**config.mk**
```make
export PLATFORM = sky130hd
export DESIGN_NAME = pwm_decode
export DESIGN_NICKNAME = d
export VERILOG_FILES = /design/src/rtl/pwm_decode.sv
export SDC_FILE = /design/constraint.sdc
export NUM_CORES = 1
export LEC_CHECK = 0
export BUFFER_PORTS_ARGS = -buffer_cell sky130_fd_sc_hd__buf_2
export CORE_MARGIN = 5
export CORE_UTILIZATION = 59
export DETAILED_ROUTE_END_ITERATION = 7
export GPL_TIMING_DRIVEN = 0
export PLACE_DENSITY_LB_ADDON = 0.15
export SETUP_SLACK_MARGIN = 0.05
export SLEW_MARGIN = 20
export SYNTH_ARGS = -nofsm -noshare
export SYNTH_HDL_FRONTEND = slang
export SYNTH_SLANG_ARGS = --single-unit
```
**constraint.sdc**
```tcl
create_clock -name clk -period 2.1 [get_ports clk]
set_clock_uncertainty 0.1 [all_clocks]
set_input_delay 0.21 -clock clk [delete_from_list [all_inputs] [get_ports clk]]
set_output_delay 0.21 -clock clk [all_outputs]
set_load 0.01 [all_outputs]
```
**src/rtl/pwm_decode.sv**
```systemverilog
// pwm_decode: measures high time and rise-to-rise period of an asynchronous
// PWM input in clk cycles. It publishes duty/period with a one-cycle valid
// strobe once per complete period and flags loss of signal.
//
// Optional build macro: PWM_DECODE_GLITCH_FILTER_EN
//   When defined, the synchronized level must hold a new value for three
//   consecutive cycles before it is accepted. Pulses of 1-2 cycles are
//   swallowed, and the strobe latency grows by two cycles.
//
// Output protocol: valid is a plain one-cycle strobe with no back-pressure.
// duty/period change only in the cycle valid is high and hold otherwise.
`timescale 1ns/1ps

module pwm_decode #(
  parameter int TIMEOUT = 4095
) (
  input  logic        clk,
  input  logic        rst_n,
  input  logic        pwm_in,
  output logic [10:0] duty,
  output logic [11:0] period,
  output logic        valid,
  output logic        no_sig
);

  typedef enum logic [1:0] {
    IDLE = 2'd0,
    HIGH = 2'd1,
    LOW  = 2'd2
  } state_t;

  localparam logic [11:0] TIMEOUT_C = 12'(TIMEOUT);
  localparam logic [10:0] HI_MAX    = 11'h7FF;
  localparam logic [11:0] PER_MAX   = 12'hFFF;

  state_t      state_q;
  state_t      state_d;

  logic        s1;
  logic        s2;
  logic        s3;
  logic        lvl;
  logic        rise;
  logic        fall;

  logic [10:0] hi_cnt;
  logic [10:0] hi_lat;
  logic [11:0] per_cnt;
  logic [12:0] per_plus;
  logic [11:0] per_sat;
  logic        timeout_hit;

  logic        arm;
  logic        latch_hi;
  logic        publish;
  logic        expire;

  // Two-flop synchronizer for the asynchronous PWM input.
  always_ff @(posedge clk or negedge rst_n) begin
    if (!rst_n) begin
      s1 <= 1'b0;
      s2 <= 1'b0;
    end else begin
      s1 <= pwm_in;
      s2 <= s1;
    end
  end

`ifdef PWM_DECODE_GLITCH_FILTER_EN
  logic h1;
  logic h2;

  // History of the synchronized level, used to qualify level changes.
  always_ff @(posedge clk or negedge rst_n) begin
    if (!rst_n) begin
      h1 <= 1'b0;
      h2 <= 1'b0;
    end else begin
      h1 <= s2;
      h2 <= h1;
    end
  end

  // Accept a new level only when three consecutive samples agree; otherwise keep the last accepted level.
  always_comb begin
    lvl = s3;
    if ((s2 == h1) && (h1 == h2)) begin
      lvl = s2;
    end
  end
`else
  // Without the filter, every synchronized level change is an edge.
  always_comb begin
    lvl = s2;
  end
`endif

  // Edge register: remembers the previous conditioned level.
  always_ff @(posedge clk or negedge rst_n) begin
    if (!rst_n) begin
      s3 <= 1'b0;
    end else begin
      s3 <= lvl;
    end
  end

  assign rise        = lvl & ~s3;
  assign fall        = ~lvl & s3;
  assign timeout_hit = (per_cnt == TIMEOUT_C);
  assign per_plus    = {1'b0, per_cnt} + 13'd1;
  assign per_sat     = per_plus[12] ? PER_MAX : per_plus[11:0];

  // FSM state register.
  always_ff @(posedge clk or negedge rst_n) begin
    if (!rst_n) begin
      state_q <= IDLE;
    end else begin
      state_q <= state_d;
    end
  end

  // Next-state and datapath controls. A rise always beats a timeout in the same cycle.
  always_comb begin
    state_d  = state_q;
    arm      = 1'b0;
    latch_hi = 1'b0;
    publish  = 1'b0;
    expire   = 1'b0;
    case (state_q)
      IDLE: begin
        if (rise) begin
          state_d = HIGH;
          arm     = 1'b1;
        end
      end
      HIGH: begin
        if (rise) begin
          arm = 1'b1;
        end else if (timeout_hit) begin
          state_d = IDLE;
          expire  = 1'b1;
        end else if (fall) begin
          state_d  = LOW;
          latch_hi = 1'b1;
        end
      end
      LOW: begin
        if (rise) begin
          state_d = HIGH;
          arm     = 1'b1;
          publish = 1'b1;
        end else if (timeout_hit) begin
          state_d = IDLE;
          expire  = 1'b1;
        end
      end
      default: begin
        state_d = IDLE;
      end
    endcase
  end

  // High-time and period counters, both restarted by every accepted rise.
  always_ff @(posedge clk or negedge rst_n) begin
    if (!rst_n) begin
      hi_cnt  <= 11'd0;
      per_cnt <= 12'd0;
    end else begin
      if (arm) begin
        hi_cnt <= 11'd1;
      end else if ((state_q == HIGH) && !fall && (hi_cnt != HI_MAX)) begin
        hi_cnt <= hi_cnt + 11'd1;
      end
      if (arm) begin
        per_cnt <= 12'd0;
      end else if ((state_q != IDLE) && (per_cnt != PER_MAX)) begin
        per_cnt <= per_cnt + 12'd1;
      end
    end
  end

  // Latched high time of the current period; forgotten when the input dies.
  always_ff @(posedge clk or negedge rst_n) begin
    if (!rst_n) begin
      hi_lat <= 11'd0;
    end else if (latch_hi) begin
      hi_lat <= hi_cnt;
    end else if (expire) begin
      hi_lat <= 11'd0;
    end
  end

  // Published results, strobe and loss-of-signal flag.
  always_ff @(posedge clk or negedge rst_n) begin
    if (!rst_n) begin
      duty   <= 11'd0;
      period <= 12'd0;
      valid  <= 1'b0;
      no_sig <= 1'b1;
    end else begin
      valid <= publish;
      if (publish) begin
        duty   <= hi_lat;
        period <= per_sat;
        no_sig <= 1'b0;
      end else if (expire) begin
        no_sig <= 1'b1;
      end
    end
  end

endmodule
```
After elaboration in Yosys (flattened, before gate mapping):

Index checks and enable logic that the tools add are counted.

* mux-type cells: 26
* reduce and logical (&&, ||, !) cells: 13
* eq/ne operators: 9
* add/subtract/negate cells: 3
* bitwise operators: 4

Operators by type and width (number)
* $mux W11: 4
* $mux W12: 3
* $add A12 B1 Y13 const B: 1
* $add A12 B1 Y12 const B: 1
* $eq A12 B12 Y1 const B: 1
* $mux W1: 12
* $mux W2: 6
* $ne A12 B12 Y1 const B: 1
* $add A11 B1 Y11 const B: 1
* $ne A11 B11 Y1 const B: 1
* $reduce_bool A2 Y1: 5
* $ne A3 B3 Y1 const B: 2
* $pmux W2 S3: 1
* $ne A2 B2 Y1 const B: 2
* $reduce_and A4 Y1: 1
* $logic_and A1 B1 Y1: 3
* $reduce_or A3 Y1: 1
* $and A1 B1 Y1: 2
* $eq A2 B1 Y1 const B: 1
* $eq A2 B2 Y1 const B: 1
* $logic_not A2 Y1: 1
* $not A1 Y1: 2
* $reduce_or A2 Y1: 1
* $logic_not A1 Y1: 1

* register bits: 64
* logic and storage cells: 66

Depth between registers and ports, before layout:

Gate-level depths: netlist of run 1.

* word-level depth: 7
* depth in mapped cells: 7
* depth with buffers taken out: 7

Worst setup path after synthesis of run 1:

Ideal clock, no wire load.

* path kind: register -> register
* start: register per_cnt[0]
* end: register hi_lat[10]
* stages on the path, launching flop included: 7
* arrival time: 1.524 ns
* period minus slack after synthesis: 1.756 ns
* data required time: 1.868 ns
* slack: 0.344 ns
* path through: dfrtp_1 ha_1 nand3_2 nor3_4 nor3b_2 clkbuf_1 o21ai_1

* longest elaborated chain between the ends: 5
* elaborated cells between the ends (all ways): 9

Ends and longest elaborated chain
* start, declared: line 48 `logic [11:0] per_cnt;`
* start signal, assigned: line 177 `per_cnt <= per_cnt + 12'd1;`
* $eq A12 B12 Y1 *: line 109 `assign timeout_hit = (per_cnt == TIMEOUT_C);`
* $mux W1 (on tied branches): line 139, 152
* $mux W1 (on tied branches): line 137, 148
* $mux W1 (on tied branches)
* $mux W11 or $reduce_bool A2 Y1 (tied branches)
* end signal, assigned: line 187 `hi_lat <= hi_cnt;`
* end, declared: line 47 `logic [10:0] hi_lat;`

Mark *: on every way between the ends. The rest lies on a longest branch, timed or not.
A chain may end at the register's enable or synchronous reset.

Worst setup path after layout of run 1:

* start: register hi_cnt[0]
* end: register hi_cnt[6]

* longest elaborated chain between the ends: 3
* elaborated cells between the ends (all ways): 6

Ends and longest elaborated chain
* start, declared: line 46 `logic [10:0] hi_cnt;`
* start signal, assigned: line 172 `hi_cnt <= hi_cnt + 11'd1;`
* $add A11 B1 Y11 or $ne A11 B11 Y1 (tied branches): line 172, 171
* $mux W11 or $logic_and A1 B1 Y1 (tied branches): line 171 `end else if ((state_q == HIGH) && !fall && (hi_cnt != HI_MAX)) begin`
* $mux W11 or $reduce_bool A2 Y1 (tied branches)

Several ways; a longest one is shown, not always the timed one. The select of a mux whose other input is x is not followed.

==> results of run 1 <==
-- registers in the layout (all words and copies together) (netlist names) --
name / flops
duty: 11
period: 12
lvl: 1
no_sig: 1
hi_cnt: 11
s3: 1
s1: 1
state_q: 2
valid: 1
hi_lat: 11
per_cnt: 12
-- synthesized netlist by cell type, drive strengths merged --
| cell type | instances | area, um^2 |
|---|---|---|
| nand2 | 84 | 318 |
| dfrtp | 63 | 1580 |
| nor2 | 33 | 124 |
| o21ai | 21 | 105 |
| xnor2 | 16 | 140 |
| a21oi | 10 | 50.1 |
| xor2 | 9 | 78.8 |
| clkbuf | 8 | 30.0 |
| nand3 | 8 | 45.0 |
| nor3 | 8 | 51.3 |
| ha | 7 | 87.6 |
| nand4 | 7 | 43.8 |
| buf | 6 | 31.3 |
| and3 | 5 | 32.5 |
| inv | 5 | 18.8 |
| nor4 | 5 | 61.3 |
| mux2i | 3 | 30.0 |
| nand2b | 3 | 18.8 |
| or3 | 3 | 18.8 |
| a31oi | 2 | 18.8 |
| and4 | 2 | 17.5 |
| nor3b | 2 | 20.0 |
| a22o | 1 | 8.76 |
| clkinv | 1 | 3.75 |
| dfstp | 1 | 26.3 |
| nor2b | 1 | 6.26 |
| nor4b | 1 | 8.76 |
| o21bai | 1 | 7.51 |
| o22a | 1 | 8.76 |
| o31ai | 1 | 7.51 |
| o32ai | 1 | 8.76 |
-- worst register-to-register path, stage by stage, from the launching register on --
cell,delay (ps)
dfrtp_1,430
ha_1,270
nand4_1,170
nor4_4,70
buf_4,160
nor4b_1,350
xnor2_1,160
nor2_1,60
-- path summary, 6_finish.rpt --
kind | slack, ps | cells after the start | from | end
setup / recovery | 200 | 7 | hi_cnt[0] | hi_cnt[6]
hold / removal | 230 | 2 | rst_n | period[3]
setup reg to reg | 200 | 7 | hi_cnt[0] | hi_cnt[6]
hold reg to reg | 250 | 0 | s1 | lvl
max in group asynchronous | 1090 | 3 | rst_n | no_sig
min in group clk | 250 | 0 | s1 | lvl
-- logic make-up (layout without fill, tap and decap cells) --
| group | after synthesis | count (layout) | synth area share (%) |
|---|---|---|---|
| AOI/OAI and AO/OA | 38 | 38 | 7.16 |
| xor gates and xnor gates | 25 | 25 | 7.29 |
| adders and majority gates | 7 | 7 | 2.92 |
| buffers and inverters | 20 | 67 | 2.79 |
| DFF | 64 | 64 | 53.4 |
| muxes | 3 | 3 | 1.00 |
| and+or+nand+nor | 162 | 162 | 25.5 |
-- per-stage QoR --
step,hold slack (ps),utilization (%)
6_report,228,69.6
5_1_grt,246,69.6
4_1_cts,210,69.3
3_5_place_dp,23.8,64.9
3_3_place_gp,219,64.4
2_1_floorplan,-186,-
-- power groups by stage --
stage	combinational [W]	sequential (W)	clock, W
final	0.000844	0.00162	0.00104
after global routing	0.000963	0.00164	0.00110
after CTS	0.000852	0.00161	0.00104
after detailed placement	0.000835	0.00163	0
after global placement	0.000811	0.00162	0
after floorplan	0.000535	0.00164	0
-- final cells by class --
class | count | share of cell area [%]
buffer | 14 | 1.83
clock buffer | 13 | 4.27
clock inverter | 3 | 1.22
inverter | 6 | 0.646
multi-input combinational | 235 | 38.2
sequential | 64 | 46.0
tap | 70 | 2.51
timing repair buffer | 31 | 5.31
-- timing repair --
action                                 4_1_cts  5_1_grt
setup endpoints to repair                   10       15
hold buffers                                 2        0
setup buffers                                0        1
pin swaps                                    0        2
gates cloned                                 0        0
endpoints found under the hold margin       57        0
gates resized for setup                      4        3
-- per-layer routing --
metal	vias to the layer above	part of all wire [%]	track usage (%)
met5	-	0	0
met4	0	1.3	7.77
met3	8	4.5	4.77
met2	51	42	28.8
met1	1113	52	30.1
li1	1153	-	-
-- cell usage in the layout, fill, tap and decap left out, drive strengths merged --
| cell | count |
|---|---|
| a31oi | 2 |
| o21ai | 21 |
| xnor2 | 16 |
| dfstp | 1 |
| nor2b | 1 |
| nor2 | 33 |
| nand2 | 84 |
| o22a | 1 |
| o21bai | 1 |
| dfrtp | 63 |
| a22o | 1 |
| inv | 5 |
| or3 | 3 |
| clkbuf | 20 |
| nand4 | 7 |
| ha | 7 |
| o31ai | 1 |
| a21oi | 10 |
| mux2i | 3 |
| and4 | 2 |
| nor3 | 8 |
| xor2 | 9 |
| nor3b | 2 |
| nand3 | 8 |
| o32ai | 1 |
| and3 | 5 |
| buf | 36 |
| bufinv | 1 |
| clkinv | 2 |
| clkinvlp | 1 |
| nor4b | 1 |
| nor4 | 5 |
| nand2b | 3 |
| dlygate4sd3 | 2 |
==> summary.txt, run 1 <==
Pwr
  – Gate power share: 24.1%
  – Overall power: 0.00350 W
  – Leak Pwr: 1.69 nW
  – Maximum vdd drop: 0.000539 V
  – Cell Int Power: 0.00236 W
  – Switching share of power: 32.5%
  – Switching pwr: 0.00114 W
  – Clock Power Share: 29.7%
  – Sequential share of power: 46.2%
  – Cell Pwr Density: 1000 nW/um^2

Setup path
  – Critical path buffer and inverter count: 1
  – Critical Path Source Type: register
  – Crit-path leading delay family: simple AND/OR/NAND/NOR gates
  – CP max-delay cell: dfrtp_1
  – Worst stage delay on the critical path: 430 ps
  – Critical Path End Type: register
  – Arrival time worst endpoint: 2000 ps
  – Kind of critical path: register to register
  – WP data required: 2200 ps
  – Worst path cell trace: ha_1, nand4_1, nor4_4, buf_4, nor4b_1, xnor2_1, nor2_1
  – CP max FO: 9

Final layout
  – Filler cell count: 408
  – Final Cell Area: 3490 um^2
  – Layout area overhead: 16.1%
  – Reg area: 1600 um^2
  – Final cell count without fillers: 436
  – Fin nets: 371
  – Fraction of layout cells with a size suffix above 1: 16.7%
  – ANT cells: 0
  – Area of the multi-input gates: 1330 um^2

Detailed routing
  – Post-route ant nets: 0
  – Drt drc: 0
  – Routed WL: 6070 um
  – Post-DR vias/cell: 5.33
  – Routed len/inst: 13.9 um
  – DRT iter0 DRCs: 161
  – Router iterations before antenna repair: 4
  – DR vias: 2325

STA
  – Min Tclk post-route: 1900 ps
  – TNS Setup: 0 ps
  – Final worst setup slack: 202 ps
  – RSZ-0062 raised after global routing: no
  – Part of the cycle the worst path needs: 90.4%
  – Slew @ Worst Pin: 480 ps
  – Setup violation total in the final timing report: 0
  – Slew Limit Fails: 0
  – Final hold violations: 0
  – FMAX: 527 MHz
  – Relative slew slack: 68.0%

Synthesis
  – Syn_nets: 329
  – Synth Cell Area: 3000 um^2
  – Yosys Warn Count: 0
  – Synth Instances: 319
  – Synth unique cells: 41
  – Syn_area_per_cell: 9.42 um^2
  – FF+latch count, synth: 64
  – Register area share after synthesis: 53.4%

Global routing
  – Overflow after GRT: 0
  – First-pass GRT wire length: 10200 um
  – Total track usage: 20.3%
  – Initial antenna violation count: 0
  – Vias in the first global route: 2153
  – Largest net degree at the start of global routing: 43

Placement
  – Buffers added on ports: 27
  – # placed instances: 417
  – Dpl ws: -56.9 ps
  – Post-DP HPWL: 4290 um
  – Area post-placement: 3250 um^2
  – Gpl congestion: 0.831

Clock network
  – Worst-Skew Late Latency: 340 ps
  – Num CTS Buffers: 9
  – CTS Sinks: 64
  – Reg clk slew, reported paths: 70 ps
  – Clock root cell: clkbuf_8
  – Clock Path Buffers: 2
  – CTS tree: done
  – Clock H-tree levels: 3

Floorplan
  – Number of cell rows: 26
  – Starting Density: 60.0%
  – Die width: 81.4 um
  – Die Footprint: 6620 um^2
  – Core Box Area: 5010 um^2
  – Die Y-Extent: 81.4 um
  – IO Count: 28

Flow run
  – Maximum capacitance violations: 0

Status
  – Status: completed

Min path
  – Worst min-delay path class: input pin to async pin
Note: power is estimated with default switching activity, not from simulation.
==> inputs of run 2 (changes only) <==
CELL_PAD_IN_SITES_DETAIL_PLACEMENT = 0   (was not set)
CELL_PAD_IN_SITES_GLOBAL_PLACEMENT = 1   (was not set)
CORE_UTILIZATION = 45   (was 59)
==> run 2 against run 1 <==
Compared with the run above: non-clock buffer count rose by 1; critical path depth did not move; flip-flop and latch count did not move; global-route usage fell by 4.3 points; maximum frequency fell by 3.5%; total power rose by 0.20%; utilization fell by 15 points; critical path type unchanged.
==> summary.txt, run 2 (synthesis gave the netlist of run 1 again) <==
Status
  – Status: completed (unchanged)

Placement
  – Buffers added on ports: 27 (unchanged)
  – Gpl congestion: 0.817 (was 0.831)
  – Area post-placement: 3270 um^2 (was 3250 um^2)
  – Post-DP HPWL: 4360 um (was 4290 um)

Pwr
  – Maximum vdd drop: 0.000353 V (was 0.000539 V)
  – Cell Pwr Density: 993 nW/um^2 (was 1000 nW/um^2)
  – Switching pwr: 0.00118 W (was 0.00114 W)
  – Switching share of power: 33.6% (was 32.5%)
  – Gate power share: 24.1% (about the same)
  – Sequential share of power: 45.8% (was 46.2%)
  – Cell Int Power: 0.00233 W (was 0.00236 W)
  – Clock Power Share: 30.1% (was 29.7%)
  – Leak Pwr: 1.72 nW (was 1.69 nW)

Setup path
  – Arrival time worst endpoint: 2070 ps (was 2000 ps)
  – Critical path buffer and inverter count: 1 (unchanged)
  – Worst path cell trace: ha_1, nand4_1, nor4_4, buf_4, nor4b_1, xnor2_1, nor2_1 (unchanged)
  – CP max-delay cell: dfrtp_1 (unchanged)
  – Critical Path End Type: register (unchanged)
  – Worst Reg-to-Reg Cells: 7 (unchanged)
  – Start of the worst register-to-register path: hi_cnt[0] (unchanged)
  – CP max FO: 9 (unchanged)
  – FF-to-FF End: hi_cnt[6] (unchanged)
  – Critical Path Source Type: register (unchanged)
  – Crit-path leading delay family: simple AND/OR/NAND/NOR gates (unchanged)
  – Kind of critical path: register to register (unchanged)
  – Worst stage delay on the critical path: 430 ps (about the same)
  – WP data required: 2210 ps (was 2200 ps)
  – R2R Setup Slk: 130 ps (was 200 ps)

Clock network
  – CTS tree: done (unchanged)
  – Clock H-tree levels: 3 (unchanged)
  – Num CTS Buffers: 9 (unchanged)
  – Clock root cell: clkbuf_8 (unchanged)
  – Worst-Skew Late Latency: 330 ps (was 340 ps)
  – Reg clk slew, reported paths: 80 ps (was 70 ps)
  – CTS Sinks: 64 (unchanged)
  – Clock Path Buffers: 2 (unchanged)

Final layout
  – Final Cell Area: 3530 um^2 (was 3490 um^2)
  – Fin nets: 372 (was 371)
  – Most frequent cells in the layout: nand2_1 (83), dfrtp_1 (63), nor2_1 (33) (was nand2_1 (83), dfrtp_1 (62), nor2_1 (33))
  – ANT cells: 0 (unchanged)
  – Fraction of layout cells with a size suffix above 1: 18.0% (was 16.7%)
  – Most common cell after layout, fill and taps aside: nand2_1 (unchanged)
  – Top Registers: per_cnt x12, period x12 (unchanged)
  – Layout area overhead: 17.5% (was 16.1%)
  – Filler cell count: 606 (was 408)

STA
  – FMAX: 509 MHz (was 527 MHz)
  – RSZ-0062 raised after global routing: yes (was no)
  – Slew Limit Fails: 0 (unchanged)
  – Worst Hold Margin: 199 ps (was 228 ps)
  – Slew @ Worst Pin: 549 ps (was 480 ps)
  – Setup violation total in the final timing report: 0 (unchanged)
  – Min Tclk post-route: 1970 ps (was 1900 ps)
  – Final hold violations: 0 (unchanged)
  – Part of the cycle the worst path needs: 93.6% (was 90.4%)
  – Relative slew slack: 63.4% (was 68.0%)

Detailed routing
  – Post-route ant nets: 0 (unchanged)
  – Router iterations before antenna repair: 4 (unchanged)
  – DRT iter0 DRCs: 110 (was 161)
  – Routed len/inst: 14.3 um (was 13.9 um)
  – Drt drc: 0 (unchanged)
  – Post-DR vias/cell: 5.10 (was 5.33)
  – DR vias: 2264 (was 2325)
  – Routed WL: 6340 um (was 6070 um)

Global routing
  – Overflow after GRT: 0 (unchanged)
  – Initial antenna violation count: 0 (unchanged)
  – Largest net degree at the start of global routing: 49 (was 43)
  – Total track usage: 16.0% (was 20.3%)
  – Vias in the first global route: 2157 (was 2153)
  – First-pass GRT wire length: 10900 um (was 10200 um)

Min path
  – Worst min-delay path class: input pin to async pin (unchanged)

Flow run
  – Maximum capacitance violations: 0 (unchanged)

Floorplan
  – IO Count: 28 (unchanged)
  – Starting Density: 46.8% (was 60.0%)
  – Die width: 91.7 um (was 81.4 um)
  – Number of cell rows: 29 (was 26)
  – Core Box Area: 6420 um^2 (was 5010 um^2)
  – Die Footprint: 8410 um^2 (was 6620 um^2)
  – Die Y-Extent: 91.7 um (was 81.4 um)
## run 2: power groups by stage
stage / clock [W] / sequential, W / combinational (W)
final: 0.00105 / 0.00161 / 0.000844
after global routing: 0.00114 / 0.00163 / 0.000956
after CTS: 0.00108 / 0.00160 / 0.000846
after detailed placement: 0 / 0.00162 / 0.000840
after global placement: 0 / 0.00162 / 0.000825
after floorplan: 0 / 0.00164 / 0.000535
## run 2: through the flow
| step | utilization (%) | setup WS [ps] | power (W) | setup TNS [ps] | std cells |
|---|---|---|---|---|---|
| CTS | 54.7 | 76.2 | 0.00353 | 0 | 444 |
| floorplan | - | 344 | 0.00217 | 0 | 319 |
| global placement | 50.4 | -80.2 | 0.00245 | -685 | 423 |
| global route | 54.9 | 36.0 | 0.00373 | 0 | 444 |
| finish | 54.9 | 134 | 0.00350 | 0 | 444 |
| detailed placement | 50.8 | -50.8 | 0.00246 | -384 | 424 |
## run 2: how the worst max path moves through the flow
stage               start  slack (ps)  depth (start not counted)         end
3_5_place_dp   per_cnt[0]         -50                          7   hi_lat[4]
6_report        hi_cnt[0]         130                          7   hi_cnt[6]
2_1_floorplan  per_cnt[0]         340                          6  hi_lat[10]
3_3_place_gp   per_cnt[0]         -80                          7   hi_lat[5]
5_1_grt         hi_cnt[0]          40                          7   hi_cnt[6]
4_1_cts        per_cnt[0]          80                          7   hi_lat[4]
## run 2: layout make-up
| type | instances | area, um^2 | share of cell area [%] |
|---|---|---|---|
| buffer | 13 | 61.3 | 1.74 |
| clock buffer | 9 | 124 | 3.51 |
| clock inverter | 7 | 71.3 | 2.02 |
| inverter | 6 | 22.5 | 0.638 |
| multi-input combinational | 235 | 1340 | 38.0 |
| sequential | 64 | 1600 | 45.4 |
| tap | 77 | 96.3 | 2.73 |
| timing repair buffer | 33 | 208 | 5.89 |
## run 2: routing by layer
metal	vias up	GRT usage (%)	part of all wire, %	wire length, um
li1	1153	-	-	-
met1	1034	25.2	53	3350
met2	68	21.2	40	2530
met3	9	3.44	6.1	385
met4	0	5.94	1.2	79
met5	-	0	0	0
## run 2: repair_timing
action / 4_1_cts / 5_1_grt
hold buffers: 2 / 0
hold endpoints to repair: 64 / 0
endpoints found under the setup margin: 10 / 21
buffers inserted: 2 / 1
resized for setup: 3 / 7
pin swaps: 1 / 2
==> inputs of run 3 (changes only) <==
BUFFER_PORTS_ARGS = -buffer_cell sky130_fd_sc_hd__buf_4   (was -buffer_cell sky130_fd_sc_hd__buf_2)
==> run 3 against run 2 <==
Compared with the run above: first-iteration DRC count is 17% lower; non-clock buffer count is 3 lower; critical path depth stayed put; critical path type unchanged; flip-flop and latch count stayed put; highest routed layer unchanged; via count is 0.22% higher.
==> summary.txt, run 3 (synthesis gave the netlist of run 1 again) <==
Clock network
  – Reg clk slew, reported paths: 80 ps (about the same)
  – Worst-Skew Late Latency: 340 ps (was 330 ps)
  – Num CTS Buffers: 9 (unchanged)
  – Clock H-tree levels: 3 (unchanged)
  – Clock root cell: clkbuf_8 (unchanged)
  – CTS tree: done (unchanged)
  – Clock Path Buffers: 2 (unchanged)
  – CTS Sinks: 64 (unchanged)

Setup path
  – Critical Path Source Type: register (unchanged)
  – Worst path cell trace: ha_2, nand3_4, nor4_2, nand3_1, buf_2, nand2_1, o21ai_1 (was ha_1, nand4_1, nor4_4, buf_4, nor4b_1, xnor2_1, nor2_1)
  – Worst stage delay on the critical path: 410 ps (was 430 ps)
  – Critical Path End Type: register (unchanged)
  – Critical Path Start: per_cnt[0] (was hi_cnt[0])
  – R2R Setup Slk: 190 ps (was 130 ps)
  – CP max FO: 10 (was 9)
  – Kind of critical path: register to register (unchanged)
  – WP data required: 2220 ps (was 2210 ps)
  – Start of the worst register-to-register path: per_cnt[0] (was hi_cnt[0])
  – CP max-delay cell: dfrtp_2 (was dfrtp_1)
  – Arrival time worst endpoint: 2030 ps (was 2070 ps)

Final layout
  – Fraction of layout cells with a size suffix above 1: 17.6% (was 18.0%)
  – Area of the multi-input gates: 1330 um^2 (was 1340 um^2)
  – Fin nets: 369 (was 372)
  – Most common cell after layout, fill and taps aside: nand2_1 (unchanged)
  – Filler cell count: 606 (unchanged)
  – Top Registers: per_cnt x12, period x12 (unchanged)
  – Final Cell Area: 3570 um^2 (was 3530 um^2)
  – Layout area overhead: 18.7% (was 17.5%)
  – Most frequent cells in the layout: nand2_1 (83), dfrtp_1 (62), nor2_1 (33) (was nand2_1 (83), dfrtp_1 (63), nor2_1 (33))
  – Reg area: 1600 um^2 (about the same)
  – ANT cells: 0 (unchanged)
  – Final core occ: 55.5% (was 54.9%)

Detailed routing
  – Post-DR vias/cell: 5.15 (was 5.10)
  – Post-route ant nets: 0 (unchanged)
  – Drt drc: 0 (unchanged)
  – Router iterations before antenna repair: 4 (unchanged)
  – DRT iter0 DRCs: 91 (was 110)
  – Routed len/inst: 14.6 um (was 14.3 um)
  – Routed WL: 6430 um (was 6340 um)
  – DR vias: 2269 (was 2264)

Status
  – Status: completed (unchanged)

Global routing
  – Vias in the first global route: 2218 (was 2157)
  – Met3 usage in global routing: 3.60% (was 3.44%)
  – Most crowded layer after global routing: met1 (unchanged)
  – First-pass GRT wire length: 11200 um (was 10900 um)
  – Overflow after GRT: 0 (unchanged)
  – Total track usage: 16.5% (was 16.0%)
  – Global Route met2 Usage: 22.6% (was 21.2%)
  – Largest net degree at the start of global routing: 65 (was 49)
  – Initial antenna violation count: 0 (unchanged)
  – Met1 usage: 25.2% (about the same)

STA
  – Slew @ Worst Pin: 801 ps (was 549 ps)
  – Relative slew slack: 46.6% (was 63.4%)
  – Min Tclk post-route: 1910 ps (was 1970 ps)
  – Final worst setup slack: 191 ps (was 134 ps)
  – Worst Hold Margin: 254 ps (was 199 ps)
  – Part of the cycle the worst path needs: 90.9% (was 93.6%)
  – Setup violation total in the final timing report: 0 (unchanged)
  – Slew Limit Fails: 0 (unchanged)
  – FMAX: 524 MHz (was 509 MHz)
  – Final hold violations: 0 (unchanged)
  – RSZ-0062 raised after global routing: no (was yes)

Floorplan
  – IO Count: 28 (unchanged)
  – Number of cell rows: 29 (unchanged)
  – Die width: 91.7 um (unchanged)
  – Starting Density: 46.8% (unchanged)
  – Core Box Area: 6420 um^2 (unchanged)
  – Die Footprint: 8410 um^2 (unchanged)
  – Die Y-Extent: 91.7 um (unchanged)

Placement
  – Dpl ws: -57.5 ps (was -50.8 ps)
  – Post-DP HPWL: 4390 um (was 4360 um)
  – Gpl congestion: 0.795 (was 0.817)
  – Area post-placement: 3300 um^2 (was 3270 um^2)
  – Buffers added on ports: 27 (unchanged)

Pwr
  – Overall power: 0.00370 W (was 0.00350 W)
  – Leak Pwr: 1.70 nW (was 1.72 nW)
  – Maximum vdd drop: 0.000476 V (was 0.000353 V)
  – Cell Pwr Density: 1040 nW/um^2 (was 993 nW/um^2)

Min path
  – Worst min-delay path class: register to register (was input pin to async pin)
  – Hold_sp: s1

Flow run
  – Maximum capacitance violations: 0 (unchanged)
run 3: where the power goes:
part | switching (W) | total (W) | internal (W)
Clock | 0.000518 | 0.00119 | 0.000670
Combinational | 0.000512 | 0.000901 | 0.000389
Sequential | 0.000176 | 0.00161 | 0.00144
Total | 0.00121 | 0.00370 | 0.00250
run 3: per-stage QoR:
stage | setup TNS (ps) | std cells
after detailed placement | -434 | 423
after global routing | 0 | 441
after floorplan | 0 | 319
after global placement | -470 | 423
after CTS | 0 | 441
final | 0 | 441
run 3: routing by layer:
layer  vias up  part of all wire (%)
met5         -                     0
met4         0                  0.93
met3         5                   4.9
met2        43                    42
met1      1075                    52
li1       1146                     -
run 3: worst paths after layout:
kind | end | cells after the start
setup / recovery | hi_lat[3] | 7
hold / removal | lvl | 0
setup reg to reg | hi_lat[3] | 7
hold reg to reg | lvl | 0
max in group asynchronous | per_cnt[0] | 2
min in group asynchronous | period[9] | 2
run 3: critical path: cells and delay by family (launching register included):
family / cells / cell delay, ps
AO/OA/AOI/OAI: 1 / 60
flip-flops: 1 / 410
AND/OR/NAND/NOR: 4 / 740
buffers and inverters: 1 / 230
adder cells (fa/ha/maj): 1 / 250
run 3: final cells by class:
cell class | count | area share, %
buffer | 13 | 1.72
clock buffer | 9 | 3.47
clock inverter | 7 | 2.67
inverter | 6 | 0.631
multi-input combinational | 235 | 37.4
sequential | 64 | 45.0
tap | 77 | 2.70
timing repair buffer | 30 | 6.45
run 3: repair_timing:
| action | 4_1_cts | 5_1_grt |
|---|---|---|
| setup endpoints to repair | 9 | 30 |
| hold buffers | 2 | 0 |
| setup buffers | 0 | 1 |
| hold endpoints to repair | 64 | 0 |
| resized for setup | 4 | 5 |
| pin swaps | 0 | 2 |
